File: src/rtl/oam_dma_if.sv
// Bus bundle between the CPU external bus, main memory, the high page and the OAM DMA engine.
interface oam_dma_if;
    logic [15:0] cpu_addr;
    logic [7:0]  cpu_wdata;
    logic        cpu_write;
    logic [7:0]  cpu_rdata;
    logic [15:0] mem_addr;
    logic [7:0]  mem_wdata;
    logic        mem_write;
    logic [7:0]  mem_rdata;
    logic [7:0]  hi_addr;
    logic [7:0]  hi_wdata;
    logic        hi_write;
    logic [7:0]  hi_rdata;
    logic        dma_active;

    // CPU, memory and high-page side of the bus
    modport master (
        output cpu_addr, cpu_wdata, cpu_write, mem_rdata, hi_rdata,
        input  cpu_rdata, mem_addr, mem_wdata, mem_write,
               hi_addr, hi_wdata, hi_write, dma_active
    );

    // DMA engine side of the bus
    modport slave (
        input  cpu_addr, cpu_wdata, cpu_write, mem_rdata, hi_rdata,
        output cpu_rdata, mem_addr, mem_wdata, mem_write,
               hi_addr, hi_wdata, hi_write, dma_active
    );
endinterface

File: src/rtl/oam_dma.sv
// OAM DMA engine: FF46 write copies 160 bytes from {src,00} to FE00-FE9F,
// owning main memory while the high page stays reachable by the CPU.
module oam_dma (
    input  logic      clk,
    input  logic      rst,
    oam_dma_if.slave  bus
);
    typedef enum logic [1:0] {IDLE, START, RD, WR} state_t;

    state_t     state, state_nxt;
    logic [7:0] src, idx, data_buf;
    logic       hi_sel, reg_sel, reg_wr, busy, last;

    assign hi_sel  = (bus.cpu_addr[15:8] == 8'hFF);
    assign reg_sel = (bus.cpu_addr == 16'hFF46);
    assign reg_wr  = reg_sel & bus.cpu_write;
    assign busy    = (state == RD) || (state == WR);
    assign last    = (idx == 8'd159);

    assign bus.dma_active = (state != IDLE);

    // State register
    always_ff @(posedge clk or negedge rst) begin
        if (!rst) state <= IDLE;
        else      state <= state_nxt;
    end

    // Source page, byte index and in-flight byte; an FF46 write always restarts the copy
    always_ff @(posedge clk or negedge rst) begin
        if (!rst) begin
            src      <= 8'h00;
            idx      <= 8'd0;
            data_buf <= 8'h00;
        end else begin
            if (state == RD) data_buf <= bus.mem_rdata;
            if (reg_wr) begin
                src <= bus.cpu_wdata;
                idx <= 8'd0;
            end else if (state == WR) begin
                idx <= last ? 8'd0 : idx + 8'd1;
            end
        end
    end

    // Next state; a restart overrides whatever the copy would do next
    always_comb begin
        state_nxt = state;
        case (state)
            IDLE:    state_nxt = IDLE;
            START:   state_nxt = RD;
            RD:      state_nxt = WR;
            WR:      state_nxt = last ? IDLE : RD;
            default: state_nxt = IDLE;
        endcase
        if (reg_wr) state_nxt = START;
    end

    // Bus steering: engine owns main memory in RD/WR, high page always passes through
    always_comb begin
        bus.mem_addr  = bus.cpu_addr;
        bus.mem_wdata = bus.cpu_wdata;
        bus.mem_write = bus.cpu_write & ~hi_sel;
        case (state)
            RD: begin
                bus.mem_addr  = {src, idx};
                bus.mem_write = 1'b0;
            end
            WR: begin
                bus.mem_addr  = 16'hFE00 + {8'h00, idx};
                bus.mem_wdata = data_buf;
                bus.mem_write = 1'b1;
            end
            default: ;
        endcase
        if (!rst) bus.mem_write = 1'b0;

        bus.hi_addr  = bus.cpu_addr[7:0];
        bus.hi_wdata = bus.cpu_wdata;
        bus.hi_write = rst & bus.cpu_write & hi_sel & ~reg_sel;

        if (reg_sel)     bus.cpu_rdata = src;
        else if (hi_sel) bus.cpu_rdata = bus.hi_rdata;
        else if (busy)   bus.cpu_rdata = 8'hFF;
        else             bus.cpu_rdata = bus.mem_rdata;
    end
endmodule

File: src/flat_wrapper.sv
// flat-port wrapper written by rule: the top's interface ports become plain ports
module oam_dma_flat 
  (clk, rst, bus_cpu_addr, bus_cpu_wdata, bus_cpu_write, bus_mem_rdata, bus_hi_rdata, bus_cpu_rdata, bus_mem_addr, bus_mem_wdata, bus_mem_write, bus_hi_addr, bus_hi_wdata, bus_hi_write, bus_dma_active);
  oam_dma_if bus_i ();
  input  logic clk;
  input  logic rst;
  input wire logic [$bits(bus_i.cpu_addr)-1:0] bus_cpu_addr;
  input wire logic [$bits(bus_i.cpu_wdata)-1:0] bus_cpu_wdata;
  input wire logic [$bits(bus_i.cpu_write)-1:0] bus_cpu_write;
  input wire logic [$bits(bus_i.mem_rdata)-1:0] bus_mem_rdata;
  input wire logic [$bits(bus_i.hi_rdata)-1:0] bus_hi_rdata;
  output wire logic [$bits(bus_i.cpu_rdata)-1:0] bus_cpu_rdata;
  output wire logic [$bits(bus_i.mem_addr)-1:0] bus_mem_addr;
  output wire logic [$bits(bus_i.mem_wdata)-1:0] bus_mem_wdata;
  output wire logic [$bits(bus_i.mem_write)-1:0] bus_mem_write;
  output wire logic [$bits(bus_i.hi_addr)-1:0] bus_hi_addr;
  output wire logic [$bits(bus_i.hi_wdata)-1:0] bus_hi_wdata;
  output wire logic [$bits(bus_i.hi_write)-1:0] bus_hi_write;
  output wire logic [$bits(bus_i.dma_active)-1:0] bus_dma_active;
  assign bus_i.cpu_addr = bus_cpu_addr;
  assign bus_i.cpu_wdata = bus_cpu_wdata;
  assign bus_i.cpu_write = bus_cpu_write;
  assign bus_i.mem_rdata = bus_mem_rdata;
  assign bus_i.hi_rdata = bus_hi_rdata;
  assign bus_cpu_rdata = bus_i.cpu_rdata;
  assign bus_mem_addr = bus_i.mem_addr;
  assign bus_mem_wdata = bus_i.mem_wdata;
  assign bus_mem_write = bus_i.mem_write;
  assign bus_hi_addr = bus_i.hi_addr;
  assign bus_hi_wdata = bus_i.hi_wdata;
  assign bus_hi_write = bus_i.hi_write;
  assign bus_dma_active = bus_i.dma_active;
  oam_dma u_core (.clk(clk), .rst(rst), .bus(bus_i));
endmodule
File: config.mk
export PLATFORM = sky130hd
export DESIGN_NAME = oam_dma_flat
export DESIGN_NICKNAME = d
export VERILOG_FILES = /design/src/rtl/oam_dma_if.sv /design/src/rtl/oam_dma.sv /design/src/flat_wrapper.sv
export SDC_FILE = /design/constraint.sdc
export NUM_CORES = 1
export LEC_CHECK = 0
export CAP_MARGIN = 30
export CORE_MARGIN = 5
export CORE_UTILIZATION = 40
export CTS_CLUSTER_SIZE = 28
export DETAILED_ROUTE_END_ITERATION = 16
export PLACE_DENSITY = 0.81
export SLEW_MARGIN = 20
export SYNTH_ARGS = -nofsm -noshare
export SYNTH_HDL_FRONTEND = slang
export SYNTH_SLANG_ARGS = --single-unit
File: constraint.sdc
create_clock -name clk -period 3.9 [get_ports clk]
set_clock_uncertainty 0.15 [all_clocks]
set_input_delay 0.975 -clock clk [delete_from_list [all_inputs] [get_ports clk]]
set_output_delay 0.975 -clock clk [all_outputs]
set_load 0.02 [all_outputs]
# ---- Word level (Yosys, flattened, before mapping)
# Cells that the tools add are included.
dict set report totals {
  register_bits 26
  inputBits 43
  out_inout_bits 51
  wordCells 36
}
dict set report op_classes {
  n_addsub 2
  eq_ne 6
  muxes 13
  bitwise_logic 7
  reduce_logical 4
}
# op n
set ops {}
lappend ops {{8-bit two-way mux} 7}
lappend ops {{16-bit case mux with 2 select lines} 1}
lappend ops {{16-bit equality test (second input constant)} 1}
lappend ops {{8-bit equality test (second input constant)} 2}
lappend ops {{10-bit by 9-bit adder with 11-bit output (first input constant)} 1}
lappend ops {{8-bit by 1-bit adder with 8-bit output (second input constant)} 1}
lappend ops {{2-bit case mux with 4 select lines} 1}
lappend ops {{1-bit AND} 5}
lappend ops {{2-bit equality test (second input constant)} 2}
lappend ops {{2-bit two-way mux} 2}
lappend ops {{2-bit nonzero test} 2}
lappend ops {{2-bit by 1-bit equality test with 1-bit output (second input constant)} 1}
lappend ops {{2-bit zero test} 1}
lappend ops {{1-bit NOT} 2}
lappend ops {{1-bit case mux with 2 select lines} 1}
lappend ops {{1-bit logical OR} 1}
lappend ops {{1-bit two-way mux} 1}

# ---- Logic depth before layout (Yosys ltp)
# Gate-level depths: netlist (run 1).
dict set report logic_depth {
  depth_word 5
  ltp_mapped 7
  ltp_nobuf 4
}

# ---- Worst setup path before layout (run 1)
# Ideal clock, no wire load.
dict set report synth_path {
  path_type {in2out}
  startpoint {in bus_cpu_addr[3]}
  endpoint {out bus_cpu_rdata[0]}
  t_arrival_ns 2.505
  required_time_ns 2.775
  setup_slack_ns 0.270
  path_stages 5
  n_path_buf 1
  cell_sequence {or4b_4 > nor4_4 > clkbuf_1 > nand2_1 > o31ai_1}
}
dict set report synth_between {
  elab_chain_cells 2
}
# element line
set synth_lines {}
lappend synth_lines {{start: declaration} flat_wrapper.sv:7} ;# input wire logic [$bits(bus_i.cpu_addr)-1:0] bus_cpu_addr;
lappend synth_lines {{16-bit equality test} oam_dma.sv:15} ;# assign reg_sel = (bus.cpu_addr == 16'hFF46);
lappend synth_lines {{8-bit two-way mux} oam_dma.sv:81} ;# if (reg_sel) bus.cpu_rdata = src;
lappend synth_lines {{end: declaration} flat_wrapper.sv:12} ;# output wire logic [$bits(bus_i.cpu_rdata)-1:0] bus_cpu_rdata;
# No other way between the ends.

# ---- Worst setup path after layout (run 1)
dict set report layout_path {
  startpoint {in bus_cpu_addr[4]}
  endpoint {out bus_cpu_rdata[0]}
}
# Same word-level chain as after synthesis.

==> flow_metrics.env, run 1 <==
export IMPL_start_util=0.4109
export IMPL_area_growth_pct=60.63
export IMPL_grt_pass1_vias=1889
export IMPL_finalHoldViolations=0
export IMPL_synth_seq_cells=26
export IMPL_ys_seq_area_frac=0.3636
export IMPL_die_h_um=76.88
export IMPL_synth_cells=227
export IMPL_cts_made_buffers=3
export IMPL_slew_violations=0
export IMPL_synth_cell_type_count=34
export IMPL_drive_gt1_frac=0.1861
export IMPL_worst_pin_slew_ns=0.5945
export IMPL_dpl_hpwl_mm=4.500
export IMPL_insertion_delay_ns=0.27
export IMPL_clkTransAtPathRegs_ns=0.09
export IMPL_drt_total_wl_mm=6.111
export IMPL_cp_end_kind="output port"
export IMPL_setup_worst_path_start_class="primary input"
export IMPL_placed_cells=361
export IMPL_worst_path_max_fanout=5
export IMPL_period_minus_slack_ns=3.780
export IMPL_max_cap_viol_count=0
export IMPL_worstPathRequired_ns=2.77
export IMPL_antenna_found_initial=0
export IMPL_grt_pass1_wl_mm=9.742
export IMPL_synth_warnings=0
export IMPL_synthFlopType="dfrtp_1"
export IMPL_rsz0062_at_grt="false"
export IMPL_cts_hold_buf=0
export IMPL_holdWs_ns=0.3374
export IMPL_drt_iter0_markers=139
export IMPL_hold_class="reg2reg"
export IMPL_place_gp_congestion=0.8633
export IMPL_wl_per_cell_um=16.56
export IMPL_clkSinkCount=26
export IMPL_cts_tree="yes"
export IMPL_timing_final_crit_share=0.9692
export IMPL_syn_num_nets=271
export IMPL_cts_root_buffer="clkbuf_8"
export IMPL_fin_nets=362
export IMPL_setup_viol=0
export IMPL_antenna_left=0
export IMPL_rows=24
export IMPL_powerDensity_nw_per_um2=268.0
export IMPL_crit_type="in2out"
export IMPL_clock_fmax_mhz=264.6
export IMPL_htreeDepth=1
export IMPL_grt_use_total=0.2029
export IMPL_vias_per_cell=5.328
export IMPL_async_flop_share=1.000
export IMPL_leakage_uw=0.001287
export IMPL_pin_count=94
export IMPL_syn_area_um2=1789
export IMPL_port_buffers=93
export IMPL_cts_buffer_depth=2
export IMPL_core_area_um2=4354
export IMPL_overflow=0
export IMPL_num_antenna_cells=0
export IMPL_final_cells=369
export IMPL_dr_pass1_iters=4
export IMPL_vias=1966
export IMPL_synth_edf_count=0
export IMPL_status="completed"
export IMPL_die_area_um2=5911
export IMPL_avgSynthCellArea_um2=7.882
export IMPL_ir_drop_mv=0.1803
export IMPL_relSlewSlack=0.6037
export IMPL_die_w_um=76.88
export IMPL_post_route_drc_count=0
export IMPL_fill_cells=361
export IMPL_grt_max_degree=27
export IMPL_worstPathArrival_ns=2.65
[cells in the mapped netlist, types with 2 or more instances]
cell type,number,area [um2]
nor3_1,9,45.04
dfrtp_1,26,650.6
nand3_1,3,15.01
nor2_1,25,93.84
o21ai_0,2,10.01
a21oi_1,9,45.04
o31ai_1,8,60.06
mux2_2,15,168.9
or2_2,2,12.51
and3_1,2,12.51
clkbuf_1,12,45.04
buf_4,17,127.6
xor2_1,3,26.28
nand2_1,68,255.2
nand4_1,6,37.54
o22a_1,2,17.52
[sequential cells by signal, summed over array words and instances (netlist names)]
| name | flops |
|---|---|
| u_core.data_buf | 8 |
| u_core.idx | 8 |
| u_core.src | 8 |
| u_core.state | 2 |
[metal layers]
layer  global-route usage  vias to the layer above  routed length (um)
met5                    0                        -                   0
met4              0.05594                        0                 129
met3              0.04684                       14                 544
met2               0.3226                      107                2844
met1               0.2753                      908                2592
li1                     -                      937                   -
[critical path, stage by stage]
cell           delay, ns
dlygate4sd2_1       0.25
or4b_4              0.56
nor4_4              0.23
buf_6               0.19
buf_12              0.12
nand2_1             0.05
o31ai_1             0.07
clkbuf_2            0.21
[cell usage in the layout (no fill, tap or decap), types with 4 or more instances in the layout]
| master | synthesis | layout |
|---|---|---|
| dfrtp_1 | 26 | 26 |
| nand4_1 | 6 | 6 |
| nor2_1 | 25 | 25 |
| buf_4 | 17 | 22 |
| o31ai_1 | 8 | 5 |
| nor3_1 | 9 | 9 |
| nand2_1 | 68 | 68 |
| a21oi_1 | 9 | 9 |
| clkbuf_8 | 0 | 4 |
| clkdlybuf4s50_1 | 0 | 75 |
| mux2_2 | 15 | 15 |
| dlygate4sd2_1 | 0 | 10 |
[power breakdown]
part	leakage (uW)	total, uW	internal [uW]	switching, uW
Sequential	0.000333	334	298	35.9
Clock	0.0000288	179	90.4	89.0
Combinational	0.000925	257	143	114
Total	0.00129	770	531	239
[area by class of cell]
type | count | area (um2) | share of cell area
inverter | 1 | 3.754 | 0.001306
tap | 52 | 65.06 | 0.02264
timing repair buffer | 116 | 1115 | 0.3879
sequential | 26 | 650.6 | 0.2264
multi-input combinational | 170 | 984.7 | 0.3426
clock buffer | 4 | 55.05 | 0.01916
[stage by stage]
step | setup TNS [ns] | cell area, um2 | setup WS, ns | total power (uW) | util
after global routing | 0 | 2874 | 0.003300 | 803.8 | 0.6601
after floorplan | 0 | 1789 | 0.2695 | 455.3 | -
after global placement | -4.160 | 2756 | -0.4999 | 592.1 | 0.6330
after CTS | 0 | 2860 | 0.05070 | 772.5 | 0.6569
final | 0 | 2874 | 0.1200 | 770.2 | 0.6601
after detailed placement | -4.526 | 2756 | -0.5621 | 597.5 | 0.6330
[path summary, 6_finish.rpt]
kind / start / endpoint / slack [ns] / cells past startpoint
max in group asynchronous: rst / u_core.data_buf[2] / 2.42 / 2
worst max-delay path: bus_cpu_addr[4] / bus_cpu_rdata[0] / 0.12 / 8
worst min-delay path: u_core.data_buf[2] / u_core.data_buf[2] / 0.34 / 2
worst max register to register: u_core.state[1] / u_core.idx[5] / 1.75 / 4
worst min register to register: u_core.data_buf[2] / u_core.data_buf[2] / 0.34 / 2
min in group asynchronous: rst / u_core.src[7] / 0.97 / 2
[cell families (layout without fill, tap and decap cells)]
family          after synthesis  count (layout)  synth area share
compound gates               25              25           0.09301
xor+xnor                      3               3           0.01469
fa+ha+maj                     1               1          0.006992
buf+inv                      31             121            0.1049
flops                        26              26            0.3636
mux                          16              16            0.1007
simple gates                125             125            0.3161
[what timing repair did]
action                                  in CTS  in global routing
cloned                                       2                  0
pin swaps                                    3                  3
endpoints found under the setup margin      10                  6
resized for setup                           45                 14
buffers inserted                             1                  1
Power figures use the tool's default switching activity.
==> inputs of run 2 (changes only) <==
Settings changed: CORE_MARGIN 5 to not set.
==> flow_metrics.env, run 2 (synthesis results as in run 1) <==
export IMPL_holdCritStartpoint="u_core.data_buf[6]"
export IMPL_drive_gt1_frac=0.1818
export IMPL_ir_drop_mv=0.1637
export IMPL_period_minus_slack_ns=3.864
export IMPL_worst_path_max_fanout=9
export IMPL_grt_max_degree=18
export IMPL_finalHoldViolations=0
export IMPL_final_area_um2=2868
export IMPL_crit_type="in2out"
export IMPL_rsz0062_at_grt="false"
export IMPL_start_util=0.4318
export IMPL_finalPower_uw=817.8
export IMPL_fin_ws_ns=0.03618
export IMPL_worstPathRequired_ns=2.77
export IMPL_crit_start="bus_cpu_addr[8]"
export IMPL_cts_tree="yes"
export IMPL_antenna_left=0
export IMPL_worstPathArrival_ns=2.74
export IMPL_powerDensity_nw_per_um2=285.2
export IMPL_drt_iter0_markers=133
export IMPL_antenna_found_initial=0
export IMPL_clock_fmax_mhz=258.8
export IMPL_grt_pass1_wl_mm=8.763
export IMPL_post_route_drc_count=0
export IMPL_clkTransAtPathRegs_ns=0.10
export IMPL_num_antenna_cells=0
export IMPL_dr_pass1_iters=4
export IMPL_layout_common_cells="clkdlybuf4s50_1 (75), nand2_1 (68), dfrtp_1 (26), nor2_1 (25), buf_4 (23)"
export IMPL_leakage_uw=0.001343
export IMPL_htreeDepth=1
export IMPL_vias=1955
export IMPL_vias_per_cell=5.298
export IMPL_cp_end_kind="output port"
export IMPL_die_h_um=68.88
export IMPL_dpl_hpwl_mm=4.351
export IMPL_place_gp_congestion=0.8462
export IMPL_core_area_um2=4144
export IMPL_die_w_um=68.88
export IMPL_max_cap_viol_count=0
export IMPL_timing_final_crit_share=0.9907
export IMPL_grt_use_total=0.2539
export IMPL_grt_pass1_vias=1816
export IMPL_r2r_start="u_core.state[1]"
export IMPL_insertion_delay_ns=0.27
export IMPL_fin_nets=364
export IMPL_wl_per_cell_um=15.78
export IMPL_pin_count=94
export IMPL_setup_worst_path_start_class="primary input"
export IMPL_pre_cts_ws_ns=-0.5856
export IMPL_worst_pin_slew_ns=0.5777
export IMPL_cts_root_buffer="clkbuf_8"
export IMPL_clkSinkCount=26
export IMPL_overflow=0
export IMPL_rows=23
export IMPL_largest_registers="u_core.data_buf x8, u_core.idx x8, u_core.src x8"
export IMPL_setup_viol=0
export IMPL_post_dp_cell_area_um2=2756
export IMPL_status="completed"
export IMPL_drt_total_wl_mm=5.822
export IMPL_port_buffers=93
export IMPL_cts_made_buffers=3
export IMPL_holdWs_ns=0.3335
export IMPL_slew_violations=0
export IMPL_final_common_cell="clkdlybuf4s50_1"
export IMPL_relSlewSlack=0.6149
export IMPL_area_growth_pct=60.28
export IMPL_die_area_um2=4744
export IMPL_post_route_util=0.6920
export IMPL_cts_buffer_depth=2
export IMPL_cts_hold_buf=0
export IMPL_hold_class="reg2reg"
==> run 2: cell count changes in the layout (fill, tap and decap cells not counted), moves of 2 or more <==
cell            previous run  this run
dlygate4sd2_1             10         2
dlymetal6s2s_1             0         8
buf_2                      3         7
o31ai_1                    5         8
o31ai_2                    3         0
buf_16                     2         0
==> run 2: final timing paths <==
kind                       slack [ns]  depth (start not counted)                  to
min                              0.33                          2  u_core.data_buf[6]
max in group asynchronous        2.44                          2       u_core.src[2]
max reg2reg                      1.70                          4       u_core.idx[5]
min in group asynchronous        0.96                          2  u_core.data_buf[7]
max                              0.04                          6       bus_mem_write
min reg2reg                      0.33                          2  u_core.data_buf[6]
==> run 2: layer usage <==
metal,global-route usage,part of all wire
met1,0.3440,0.44
met2,0.4248,0.47
met3,0.02303,0.072
met4,0.08163,0.016
met5,0,0
==> run 2: what timing repair did <==
| item | 4_1_cts | 5_1_grt |
|---|---|---|
| cloned | 1 | 0 |
| endpoints found under the setup margin | 10 | 9 |
| buffers inserted | 2 | 1 |
| pin swaps | 2 | 3 |
| resized for setup | 41 | 12 |
==> run 2: worst max-delay path, cell delays in order <==
cell and delay, ns:
clkdlybuf4s50_1 0.50, nand4_1 0.20, or2_2 0.47, nand3b_1 0.11, a21boi_0 0.12, dlygate4sd2_1 0.36
==> run 2: final cells by class <==
type | count | area, um2
clock buffers | 3 | 41.29
clock inverters | 1 | 30.03
multi-input cells | 170 | 967.2
fillers | 333 | 1276
well taps | 50 | 62.56
inverters | 1 | 3.754
repair buffers | 118 | 1112
flip-flops and latches | 26 | 650.6
==> run 2: power breakdown <==
part	internal, uW	switching (uW)
clock network	137	89.2
logic	144	112
registers	298	37.2
total	579	238
==> run 2: through the flow <==
stage               cells  setup TNS (ns)
finish                369               0
detailed placement    361          -4.591
floorplan             227               0
global placement      361          -4.283
global route          369               0
CTS                   368         -0.1950
